[config.mk]
export PLATFORM = sky130hd
export DESIGN_NAME = t_coef_sequencer
export DESIGN_NICKNAME = d
export VERILOG_FILES = /design/src/rtl/t_coef_sequencer.sv
export SDC_FILE = /design/constraint.sdc
export NUM_CORES = 1
export LEC_CHECK = 0
export BUFFER_PORTS_ARGS = -buffer_cell sky130_fd_sc_hd__buf_2
export CAP_MARGIN = 20
export CORE_MARGIN = 1
export CORE_UTILIZATION = 45
export CTS_BUF_LIST = sky130_fd_sc_hd__clkbuf_4 sky130_fd_sc_hd__clkbuf_8 sky130_fd_sc_hd__clkbuf_16
export DETAILED_ROUTE_END_ITERATION = 16
export GPL_TIMING_DRIVEN = 0
export MAX_ROUTING_LAYER = met4
export PLACE_DENSITY_LB_ADDON = 0.1
export SETUP_SLACK_MARGIN = 0.1
export SLEW_MARGIN = 15
export SYNTH_ARGS = -nofsm -noshare
export SYNTH_HDL_FRONTEND = slang
export SYNTH_SLANG_ARGS = --single-unit
[constraint.sdc]
create_clock -name clk_i -period 5.3 [get_ports clk_i]
set_clock_uncertainty 0.2 [all_clocks]
set_input_delay 0.53 -clock clk_i [delete_from_list [all_inputs] [get_ports clk_i]]
set_output_delay 0.53 -clock clk_i [all_outputs]
set_load 0.005 [all_outputs]
[src/rtl/t_coef_sequencer.sv]
// T-matrix coefficient sequencer: walks the i/j/k loops of one 8x8 product,
// reads the coefficient ROM and streams tagged beats through a 2-entry credit buffer.

module t_coef_sequencer_chk (
    input logic       clk_i,
    input logic       rst_i,
    input logic [1:0] occ,
    input logic       inflight,
    input logic       push,
    input logic       pop
);

    a_occ_range: assert property (@(posedge clk_i) disable iff (rst_i)
        occ <= 2'd2);

    a_credit_bound: assert property (@(posedge clk_i) disable iff (rst_i)
        ({1'b0, occ} + {2'b00, inflight}) <= 3'd2);

    a_no_overflow: assert property (@(posedge clk_i) disable iff (rst_i)
        !(push && !pop && (occ == 2'd2)));

endmodule

module t_coef_sequencer (
    input  logic        clk_i,
    input  logic        rst_i,
    input  logic        start_i,
    input  logic        transpose_i,
    output logic        rom_rd_o,
    output logic [5:0]  rom_addr_o,
    input  logic [31:0] rom_data_i,
    output logic [31:0] coef_o,
    output logic        coef_valid_o,
    input  logic        coef_ready_i,
    output logic [2:0]  row_o,
    output logic [2:0]  col_o,
    output logic [2:0]  k_o,
    output logic        dot_last_o,
    output logic        block_last_o,
    output logic        busy_o,
    output logic        done_o
);

    typedef enum logic [0:0] {
        ST_IDLE = 1'b0,
        ST_RUN  = 1'b1
    } state_t;

    typedef struct packed {
        logic [31:0] coef;
        logic [2:0]  row;
        logic [2:0]  col;
        logic [2:0]  k;
    } beat_t;

    state_t      state_r;
    state_t      state_nxt_s;
    logic        done_r;
    logic        transpose_r;
    logic [8:0]  iss_idx_r;      // {i, j, k} of the next read to issue
    logic        iss_done_r;
    logic        inflight_r;
    logic [8:0]  shadow_idx_r;   // tags of the read whose data arrives this cycle
    beat_t       ent0_r;
    beat_t       ent1_r;
    logic [1:0]  occ_r;

    logic        start_s;
    logic        pop_s;
    logic        push_s;
    logic        issue_s;
    logic        head_last_s;
    logic        pass_end_s;
    logic [2:0]  credit_s;
    beat_t       push_beat_s;

    // Handshake, credit and issue decode
    always_comb begin
        start_s     = (state_r == ST_IDLE) && start_i;
        pop_s       = (occ_r != 2'd0) && coef_ready_i;
        push_s      = inflight_r;
        head_last_s = (ent0_r.row == 3'd7) && (ent0_r.col == 3'd7) && (ent0_r.k == 3'd7);
        // entries the buffer will hold next cycle if nothing new is issued
        credit_s    = {1'b0, occ_r} + {2'b00, inflight_r} - {2'b00, pop_s};
        issue_s     = (state_r == ST_RUN) && !iss_done_r && (credit_s < 3'd2);
        push_beat_s = {rom_data_i, shadow_idx_r};
    end

    // Next-state logic of the pass controller
    always_comb begin
        state_nxt_s = state_r;
        pass_end_s  = 1'b0;
        case (state_r)
            ST_IDLE: begin
                if (start_i) begin
                    state_nxt_s = ST_RUN;
                end else begin
                    state_nxt_s = ST_IDLE;
                end
            end
            ST_RUN: begin
                if (pop_s && head_last_s) begin
                    state_nxt_s = ST_IDLE;
                    pass_end_s  = 1'b1;
                end else begin
                    state_nxt_s = ST_RUN;
                end
            end
            default: begin
                state_nxt_s = ST_IDLE;
                pass_end_s  = 1'b0;
            end
        endcase
    end

    // Pass controller state and completion pulse
    always_ff @(posedge clk_i) begin
        if (rst_i) begin
            state_r <= ST_IDLE;
            done_r  <= 1'b0;
        end else begin
            state_r <= state_nxt_s;
            done_r  <= pass_end_s;
        end
    end

    // Issue counters; the 9-bit index wraps to zero after the final read
    always_ff @(posedge clk_i) begin
        if (rst_i) begin
            transpose_r <= 1'b0;
            iss_idx_r   <= 9'd0;
            iss_done_r  <= 1'b0;
        end else if (start_s) begin
            transpose_r <= transpose_i;
            iss_idx_r   <= 9'd0;
            iss_done_r  <= 1'b0;
        end else if (issue_s) begin
            iss_idx_r   <= iss_idx_r + 9'd1;
            iss_done_r  <= (iss_idx_r == 9'h1FF);
        end
    end

    // In-flight flag and tag shadow matching the ROM's one-cycle latency
    always_ff @(posedge clk_i) begin
        if (rst_i) begin
            inflight_r   <= 1'b0;
            shadow_idx_r <= 9'd0;
        end else begin
            inflight_r <= issue_s;
            if (issue_s) begin
                shadow_idx_r <= iss_idx_r;
            end
        end
    end

    // Two-entry output buffer; ent0_r is always the head
    always_ff @(posedge clk_i) begin
        if (rst_i) begin
            ent0_r <= '0;
            ent1_r <= '0;
            occ_r  <= 2'd0;
        end else begin
            case ({push_s, pop_s})
                2'b10: begin
                    if (occ_r == 2'd0) begin
                        ent0_r <= push_beat_s;
                    end else begin
                        ent1_r <= push_beat_s;
                    end
                    occ_r <= occ_r + 2'd1;
                end
                2'b01: begin
                    ent0_r <= ent1_r;
                    occ_r  <= occ_r - 2'd1;
                end
                2'b11: begin
                    if (occ_r == 2'd1) begin
                        ent0_r <= push_beat_s;
                    end else begin
                        ent0_r <= ent1_r;
                        ent1_r <= push_beat_s;
                    end
                end
                default: begin
                    occ_r <= occ_r;
                end
            endcase
        end
    end

    assign rom_rd_o     = issue_s;
    assign rom_addr_o   = transpose_r ? iss_idx_r[5:0] : {iss_idx_r[8:6], iss_idx_r[2:0]};
    assign coef_valid_o = (occ_r != 2'd0);
    assign coef_o       = ent0_r.coef;
    assign row_o        = ent0_r.row;
    assign col_o        = ent0_r.col;
    assign k_o          = ent0_r.k;
    assign dot_last_o   = coef_valid_o && (ent0_r.k == 3'd7);
    assign block_last_o = coef_valid_o && head_last_s;
    assign busy_o       = (state_r == ST_RUN);
    assign done_o       = done_r;

    t_coef_sequencer_chk u_chk (
        .clk_i    (clk_i),
        .rst_i    (rst_i),
        .occ      (occ_r),
        .inflight (inflight_r),
        .push     (push_s),
        .pop      (pop_s)
    );

endmodule

==> results.py, run 1 <==
metrics = {
    "status": {
        "outcome": "completed",
    },
    "hold_path": {
        "hold_class": "input port to flop",
        "min_from": "transpose_i",
    },
    "timing": {
        "worst_pin_slew_ns": 0.691,
        "drv_slew": 0,
        "min_period_ns": 4.08,
        "setup_viol": 0,
        "setup_slack_ns": 1.22,
        "max_slew_margin_pct": 53.9,
        "hold_violations": 0,
        "period_share_pct": 76.9,
        "max_freq_mhz": 245,
        "grt_setup_unrepaired": "false",
        "fin_tns_setup_ns": 0,
    },
    "yosys": {
        "ys_seq_elements": 107,
        "synthCells": 573,
        "syn_area_per_cell_sq_um": 8.67,
        "synth_area_sq_um": 4970,
        "yosysSeqAreaShare_pct": 43.1,
        "synth.distinct_cells": 39,
        "yosysWarnings": 0,
        "syn_nets": 615,
    },
    "global_routing": {
        "overflow": 0,
        "grt_pass1_wl_mm": 22.3,
        "grt_max_degree": 17,
        "grt_usage_pct": 25.4,
        "antenna_found_initial": 0,
        "grt_pass1_vias": 4288,
    },
    "floorplanning": {
        "placementRows": 37,
        "io_pins": 90,
        "fp.dieW_um": 107,
        "start_util_pct": 47.3,
        "die_h_um": 107,
        "core_sq_um": 10500,
        "dieArea_sq_um": 11500,
    },
    "cts": {
        "clkSlewWorstSetupHoldPaths_ns": 0.10,
        "htreeDepth": 3,
        "cts_resized": 0,
        "clk_path_buf_depth": 2,
        "worstSkewPairLatency_ns": 0.37,
        "cts_tree": "built",
        "cts_buffers": 9,
        "clock-sinks": 107,
        "cts_root_buffer": "clkbuf_8",
        "post_cts_buffers": 0,
        "hold_buffers": 0,
    },
    "pwr": {
        "power.switching_w": 0.000991,
        "share_comb_of_total_power_pct": 39.4,
        "pwr-share-clk_pct": 19.9,
        "switching_share_pct": 38.4,
        "design_power_total_w": 0.00258,
        "p_leak_nw": 2.11,
        "pwr_density_cell_nw_per_um2": 447,
        "pwr-share-seq_pct": 40.6,
        "intPower_w": 0.00159,
        "irDropWorstVdd_v": 0.000307,
    },
    "worst_setup_path": {
        "worstSetupStartpoint": "occ_r[1]$_SDFFE_PP0P_",
        "crit_path_start_kind": "flop",
        "r2r_cells": 11,
        "cp_cell_sequence": "inv_1 -> ha_1 -> nand2b_1 -> buf_2 -> nor2_1 -> o21ai_1 -> fa_1 -> nand3b_1 -> clkbuf_1 -> nor2_1 -> buf_2",
        "cp_slowest_cell": "fa_1",
        "worst_r2r_startpoint": "occ_r[1]$_SDFFE_PP0P_",
        "r2r_end": "iss_idx_r[6]$_SDFFE_PP0P_",
        "worst_setup_path_end_kind": "primary output",
        "r2r_slack_ns": 1.76,
        "cp_max_fo": 10,
        "worstSetupPathType": "flop to primary output",
        "crit_end": "rom_rd_o",
        "slowest_delay_ns": 0.49,
        "arrival_ns": 3.35,
        "worstPathRequired_ns": 4.57,
    },
    "routing": {
        "firstDrtPassIters": 5,
        "vias": 4726,
        "wl_mm": 13.7,
        "drc": 0,
        "wire_per_inst_um": 16.8,
        "met2_length_mm": 6.47,
        "drtAntennaViolNets": 0,
        "vias_per_cell": 5.81,
        "drt-met1-wl_mm": 6.26,
        "top_layer": "met4",
        "drtIter0Drc": 338,
        "met3WireLength_um": 865,
    },
    "layout": {
        "ff_latch_area_sq_um": 2140,
        "layout_common_cells": "107 x dfxtp_1, 104 x buf_2, 91 x o21ai_0, 57 x a21oi_1, 56 x nand3_1",
        "antennaDiodeCount": 0,
        "multi_input_area_sq_um": 2440,
        "area_growth_pct": 16.4,
        "nFillCells": 1014,
        "drive_gt1_share_pct": 21.7,
        "layout.nets": 715,
        "final_common_cell": "dfxtp_1",
        "final_cell_count_no_fill": 814,
    },
    "job": {
        "max_cap_violations": 0,
    },
    "placed_design": {
        "dpl.hpwl_mm": 9.53,
        "place_ws_ns": 1.64,
        "dp_cells": 798,
        "port_buffers": 89,
        "gp_congestion": 0.840,
    },
}
==> power by group through the flow <==
stage	registers (W)	logic, W	clock network (W)
global placement	0.00106	0.00100	0
floorplan	0.00107	0.000655	0
detailed placement	0.00107	0.00102	0
global route	0.00107	0.00114	0.000563
finish	0.00105	0.00102	0.000514
CTS	0.00105	0.00102	0.000528
==> metal layers <==
layer	track usage, %	up-vias
li1	-	2308
met1	34.3	2250
met2	39.9	163
met3	5.05	5
met4	4.40	0
met5	-	-
==> worst max-delay path: cells and delay by family (launching register included) <==
kind	cells	cell delay (ns)
AND/OR/NAND/NOR	4	0.75
AO/OA/AOI/OAI	1	0.11
buffers and inverters	4	0.88
flip-flops	1	0.46
adder cells (fa/ha/maj)	2	0.76
==> kinds of logic (layout without fill, tap and decap cells) <==
kind of cell / after synthesis / count (layout) / share of synthesized area, %
AND/OR/NAND/NOR: 178 / 178 / 21.3
XOR/XNOR: 3 / 3 / 0.806
adder cells (fa/ha/maj): 6 / 6 / 1.64
multiplexers: 8 / 8 / 1.71
buffers and inverters: 71 / 176 / 7.79
AO/OA/AOI/OAI: 200 / 200 / 23.6
flip-flops: 107 / 107 / 43.1
==> worst min-delay path by stage <==
| stage | to | slack, ns | depth (start not counted) |
|---|---|---|---|
| final | transpose_r$_SDFFE_PP0P_ | 0.19 | 3 |
| after global routing | transpose_r$_SDFFE_PP0P_ | 0.18 | 3 |
| after CTS | transpose_r$_SDFFE_PP0P_ | 0.18 | 3 |
| after detailed placement | ent1_r[12]$_SDFFE_PP0P_ | 0.27 | 2 |
| after global placement | iss_done_r$_SDFFE_PP0P_ | 0.26 | 2 |
| after floorplan | iss_done_r$_SDFFE_PP0P_ | 0.24 | 2 |
==> cell usage after synthesis, drive strengths merged <==
master / number / area share, %
or3b: 44 / 7.8
xor2: 1 / 0.18
nor2: 49 / 3.7
ha: 4 / 1.0
nor3: 2 / 0.20
fa: 1 / 0.40
nand4: 3 / 0.38
mux2i: 4 / 0.81
xnor3: 1 / 0.45
o21ai: 96 / 9.7
nand3: 56 / 5.6
o31ai: 3 / 0.45
a21oi: 57 / 5.7
nor4: 2 / 0.50
a221oi: 1 / 0.18
clkbuf: 30 / 2.3
mux2: 4 / 0.91
nand3b: 4 / 0.60
or4: 3 / 0.45
and4b: 1 / 0.20
nor4b: 1 / 0.30
maj3: 1 / 0.23
nor2b: 1 / 0.13
nand4b: 1 / 0.18
xnor2: 1 / 0.18
a31oi: 1 / 0.13
nand2b: 4 / 0.50
dfxtp: 107 / 43
or3: 1 / 0.13
nand2: 3 / 0.23
and2: 2 / 0.25
a311oi: 42 / 7.4
and3b: 1 / 0.18
inv: 6 / 0.45
buf: 35 / 5.1
==> flip-flops by register name, indices dropped and copies added, names as in the netlist <==
signal        count
inflight_r        1
ent1_r           41
iss_done_r        1
k_o               3
col_o             3
shadow_idx_r      9
transpose_r       1
busy_o            1
row_o             3
coef_o           32
done_o            1
iss_idx_r         9
occ_r             2
==> per-stage QoR <==
step | hold slack [ns] | util, % | area, sq um
after CTS | 0.177 | 55.0 | 5780
after global placement | 0.258 | 53.1 | 5580
after detailed placement | 0.266 | 53.1 | 5580
after global routing | 0.182 | 55.0 | 5780
final | 0.189 | 55.0 | 5780
after floorplan | 0.242 | - | 4970
==> layout make-up <==
type / instances / share of cell area (%)
buffer: 65 / 6.30
tap: 136 / 2.94
clock inverter: 5 / 0.909
clock buffer: 11 / 2.51
multi-input combinational: 395 / 42.2
timing repair buffer: 89 / 7.71
inverter: 6 / 0.390
sequential: 107 / 37.1
No activity file was read; power rests on OpenSTA's default activity.
==> run 2: changes to the inputs <==
--- a/config.mk
+++ b/config.mk
@@ -5,6 +5,7 @@
 export SDC_FILE = /design/constraint.sdc
 export NUM_CORES = 1
 export LEC_CHECK = 0
+export ABC_AREA = 1
 export BUFFER_PORTS_ARGS = -buffer_cell sky130_fd_sc_hd__buf_2
 export CAP_MARGIN = 20
 export CORE_MARGIN = 1
==> constraint.sdc (replaced) <==
create_clock -name clk_i -period 3.5 [get_ports clk_i]
set_clock_uncertainty 0.2 [all_clocks]
set_input_delay 0.35 -clock clk_i [delete_from_list [all_inputs] [get_ports clk_i]]
set_output_delay 0.35 -clock clk_i [all_outputs]
set_load 0.005 [all_outputs]
==> results.py, run 2 <==
metrics = {
    "status": {
        "outcome": "completed",
    },
    "worst_setup_path": {
        "worstPathRequired_ns": 2.95,
        "r2r_end": "iss_idx_r[1]$_SDFFE_PP0P_",
        "crit_path_start_kind": "flop",
        "worst_setup_path_end_kind": "primary output",
        "arrival_ns": 2.69,
        "crit_end": "rom_rd_o",
        "worstSetupPathType": "flop to primary output",
        "r2r_slack_ns": 0.72,
        "worst_r2r_startpoint": "occ_r[0]$_SDFFE_PP0P_",
        "worstSetupStartpoint": "occ_r[0]$_SDFFE_PP0P_",
        "cp_max_fo": 10,
        "r2r_cells": 13,
    },
    "timing": {
        "drv_slew": 0,
        "hold_violations": 0,
        "max_slew_margin_pct": 67.9,
        "grt_setup_unrepaired": "false",
        "fin_tns_setup_ns": 0,
        "holdWs_ns": 0.00731,
        "max_freq_mhz": 309,
        "min_period_ns": 3.24,
        "setup_viol": 0,
        "worst_pin_slew_ns": 0.482,
        "period_share_pct": 92.5,
    },
    "pwr": {
        "irDropWorstVdd_v": 0.000258,
        "pwr_density_cell_nw_per_um2": 732,
        "p_leak_nw": 2.48,
    },
    "routing": {
        "drtAntennaViolNets": 0,
        "wl_mm": 10.7,
        "vias": 4084,
        "vias_per_cell": 4.99,
        "drtIter0Drc": 239,
        "wire_per_inst_um": 13.0,
        "drc": 0,
        "firstDrtPassIters": 4,
    },
    "yosys": {
        "yosysTopAreaCellShare_pct": 49.1,
        "synth.distinct_cells": 24,
        "synthCells": 582,
        "yosysWarnings": 0,
        "yosys.area.top_type": "dfxtp_1",
        "synth_area_sq_um": 4370,
        "yosysSeqAreaShare_pct": 49.1,
        "synth.area.top_cells": "dfxtp_1 49%, o21ai_0 14%, a21oi_1 11%",
        "synth_edf_count": 0,
        "synth_common_cells": "121 x o21ai_0, 107 x dfxtp_1, 98 x a21oi_1",
        "ys.flop_type": "dfxtp_1",
        "syn_area_per_cell_sq_um": 7.50,
        "async_flop_share_pct": 0,
        "synth_most_common_cell": "o21ai_0",
        "ys_seq_elements": 107,
        "syn_nets": 624,
    },
    "cts": {
        "hold_buffers": 0,
        "htreeDepth": 3,
        "worstSkewPairLatency_ns": 0.37,
        "cts_tree": "built",
        "clk_path_buf_depth": 2,
        "cts_buffers": 9,
        "clock-sinks": 107,
        "cts_root_buffer": "clkbuf_8",
        "clkSlewWorstSetupHoldPaths_ns": 0.10,
    },
    "layout": {
        "drive_gt1_share_pct": 20.5,
        "finish.utilization_pct": 56.3,
        "nFillCells": 938,
        "layout.nets": 726,
        "final_common_cell": "o21ai_0",
        "layout_common_cells": "121 x o21ai_0, 109 x buf_2, 106 x dfxtp_1, 98 x a21oi_1, 89 x nand2_1",
        "regMostFlops": "ent1_r",
        "antennaDiodeCount": 0,
        "largest_reg_flops": 41,
        "final_area_sq_um": 5260,
        "ff_latch_area_sq_um": 2140,
        "multi_input_area_sq_um": 1810,
        "area_growth_pct": 20.4,
    },
    "global_routing": {
        "grt_max_degree": 18,
        "grt_pass1_wl_mm": 18.1,
        "antenna_found_initial": 0,
        "grt_usage_pct": 23.2,
        "grt_pass1_vias": 3891,
        "overflow": 0,
    },
    "placed_design": {
        "dpl.hpwl_mm": 7.52,
        "gp_congestion": 0.862,
        "dpl_cell_area_sq_um": 4970,
        "port_buffers": 89,
    },
    "floorplanning": {
        "placementRows": 35,
        "dieArea_sq_um": 10100,
        "core_sq_um": 9330,
        "io_pins": 90,
        "fp.dieW_um": 100,
        "start_util_pct": 46.8,
        "die_h_um": 100,
    },
    "hold_path": {
        "hold_class": "input port to flop",
    },
    "job": {
        "max_cap_violations": 0,
    },
}
-- run 2: cell types whose count changed after synthesis, sizes merged, moves of 15 or more --
cell and delta:
nand2 +87, inv +58, nand3 -46, or3b -44
a311oi -42, a21oi +41, o21ai +41, nor2 -25
clkbuf -15
-- run 2: how the worst min path moves through the flow --
| stage | from | slack [ns] | depth (start not counted) | to |
|---|---|---|---|---|
| CTS | transpose_i | 0.0005 | 3 | transpose_r$_SDFFE_PP0P_ |
| floorplan | rst_i | 0.22 | 1 | occ_r[1]$_SDFFE_PP0P_ |
| detailed placement | shadow_idx_r[0]$_SDFFE_PP0P_ | 0.26 | 2 | shadow_idx_r[0]$_SDFFE_PP0P_ |
| finish | transpose_i | 0.007 | 3 | transpose_r$_SDFFE_PP0P_ |
| global placement | shadow_idx_r[0]$_SDFFE_PP0P_ | 0.26 | 2 | shadow_idx_r[0]$_SDFFE_PP0P_ |
| global route | transpose_i | 0.01 | 3 | transpose_r$_SDFFE_PP0P_ |
-- run 2: what timing repair did --
| item | 4_1_cts | 5_1_grt |
|---|---|---|
| pin swaps | 0 | 1 |
| gates cloned | 0 | 0 |
| setup buffers | 0 | 2 |
| setup endpoints to repair | 1 | 1 |
| resized for setup | 2 | 3 |
-- run 2: power by group --
group	internal [W]	switching (W)	leakage, nW
Sequential	0.00151	0.000148	0.872
Clock	0.000484	0.000417	0.116
Combinational	0.000495	0.000794	1.50
-- run 2: final cells by class --
class	count	area share [%]
plain buffers	39	3.64
well taps	129	3.07
flip-flops and latches	107	40.8
clock buffers	10	2.50
clock inverters	6	2.17
multi-input cells	372	34.5
repair buffers	91	8.76
inverters	64	4.57
-- run 2: worst max-delay path: stages (launching register included) --
cell and delay (ns):
dfxtp_1 0.37, inv_1 0.10, ha_1 0.26, inv_2 0.13, nand2_4 0.10, xor2_2 0.16
nand2_1 0.10, fa_1 0.52, nand3_1 0.12, nor2_4 0.18, buf_6 0.16, buf_2 0.11
-- run 2: logic make-up (layout without fill, tap and decap cells) --
kind of cell | count (synthesis) | after routing | share of synthesized area [%]
xor gates and xnor gates | 2 | 2 | 0.401
and+or+nand+nor | 130 | 130 | 11.9
AOI/OAI and AO/OA | 235 | 235 | 27.2
adders and majority gates | 5 | 5 | 1.61
DFF | 107 | 107 | 49.1
buffers and inverters | 103 | 210 | 9.80
-- run 2: per-layer routing --
layer	up-vias	global-route usage (%)	routed length (um)
met5	-	-	0
met4	0	7.92	166
met3	15	3.81	336
met2	94	38.8	5030
met1	1858	28.5	5140
li1	2117	-	-
-- run 2: through the flow --
stage          setup slack, ns  total power (W)  std cells
2_1_floorplan            0.813          0.00246        582
3_3_place_gp             0.432          0.00290        800
3_5_place_dp             0.432          0.00293        800
4_1_cts                  0.147          0.00385        816
5_1_grt                 0.0891          0.00415        818
6_report                 0.263          0.00385        818
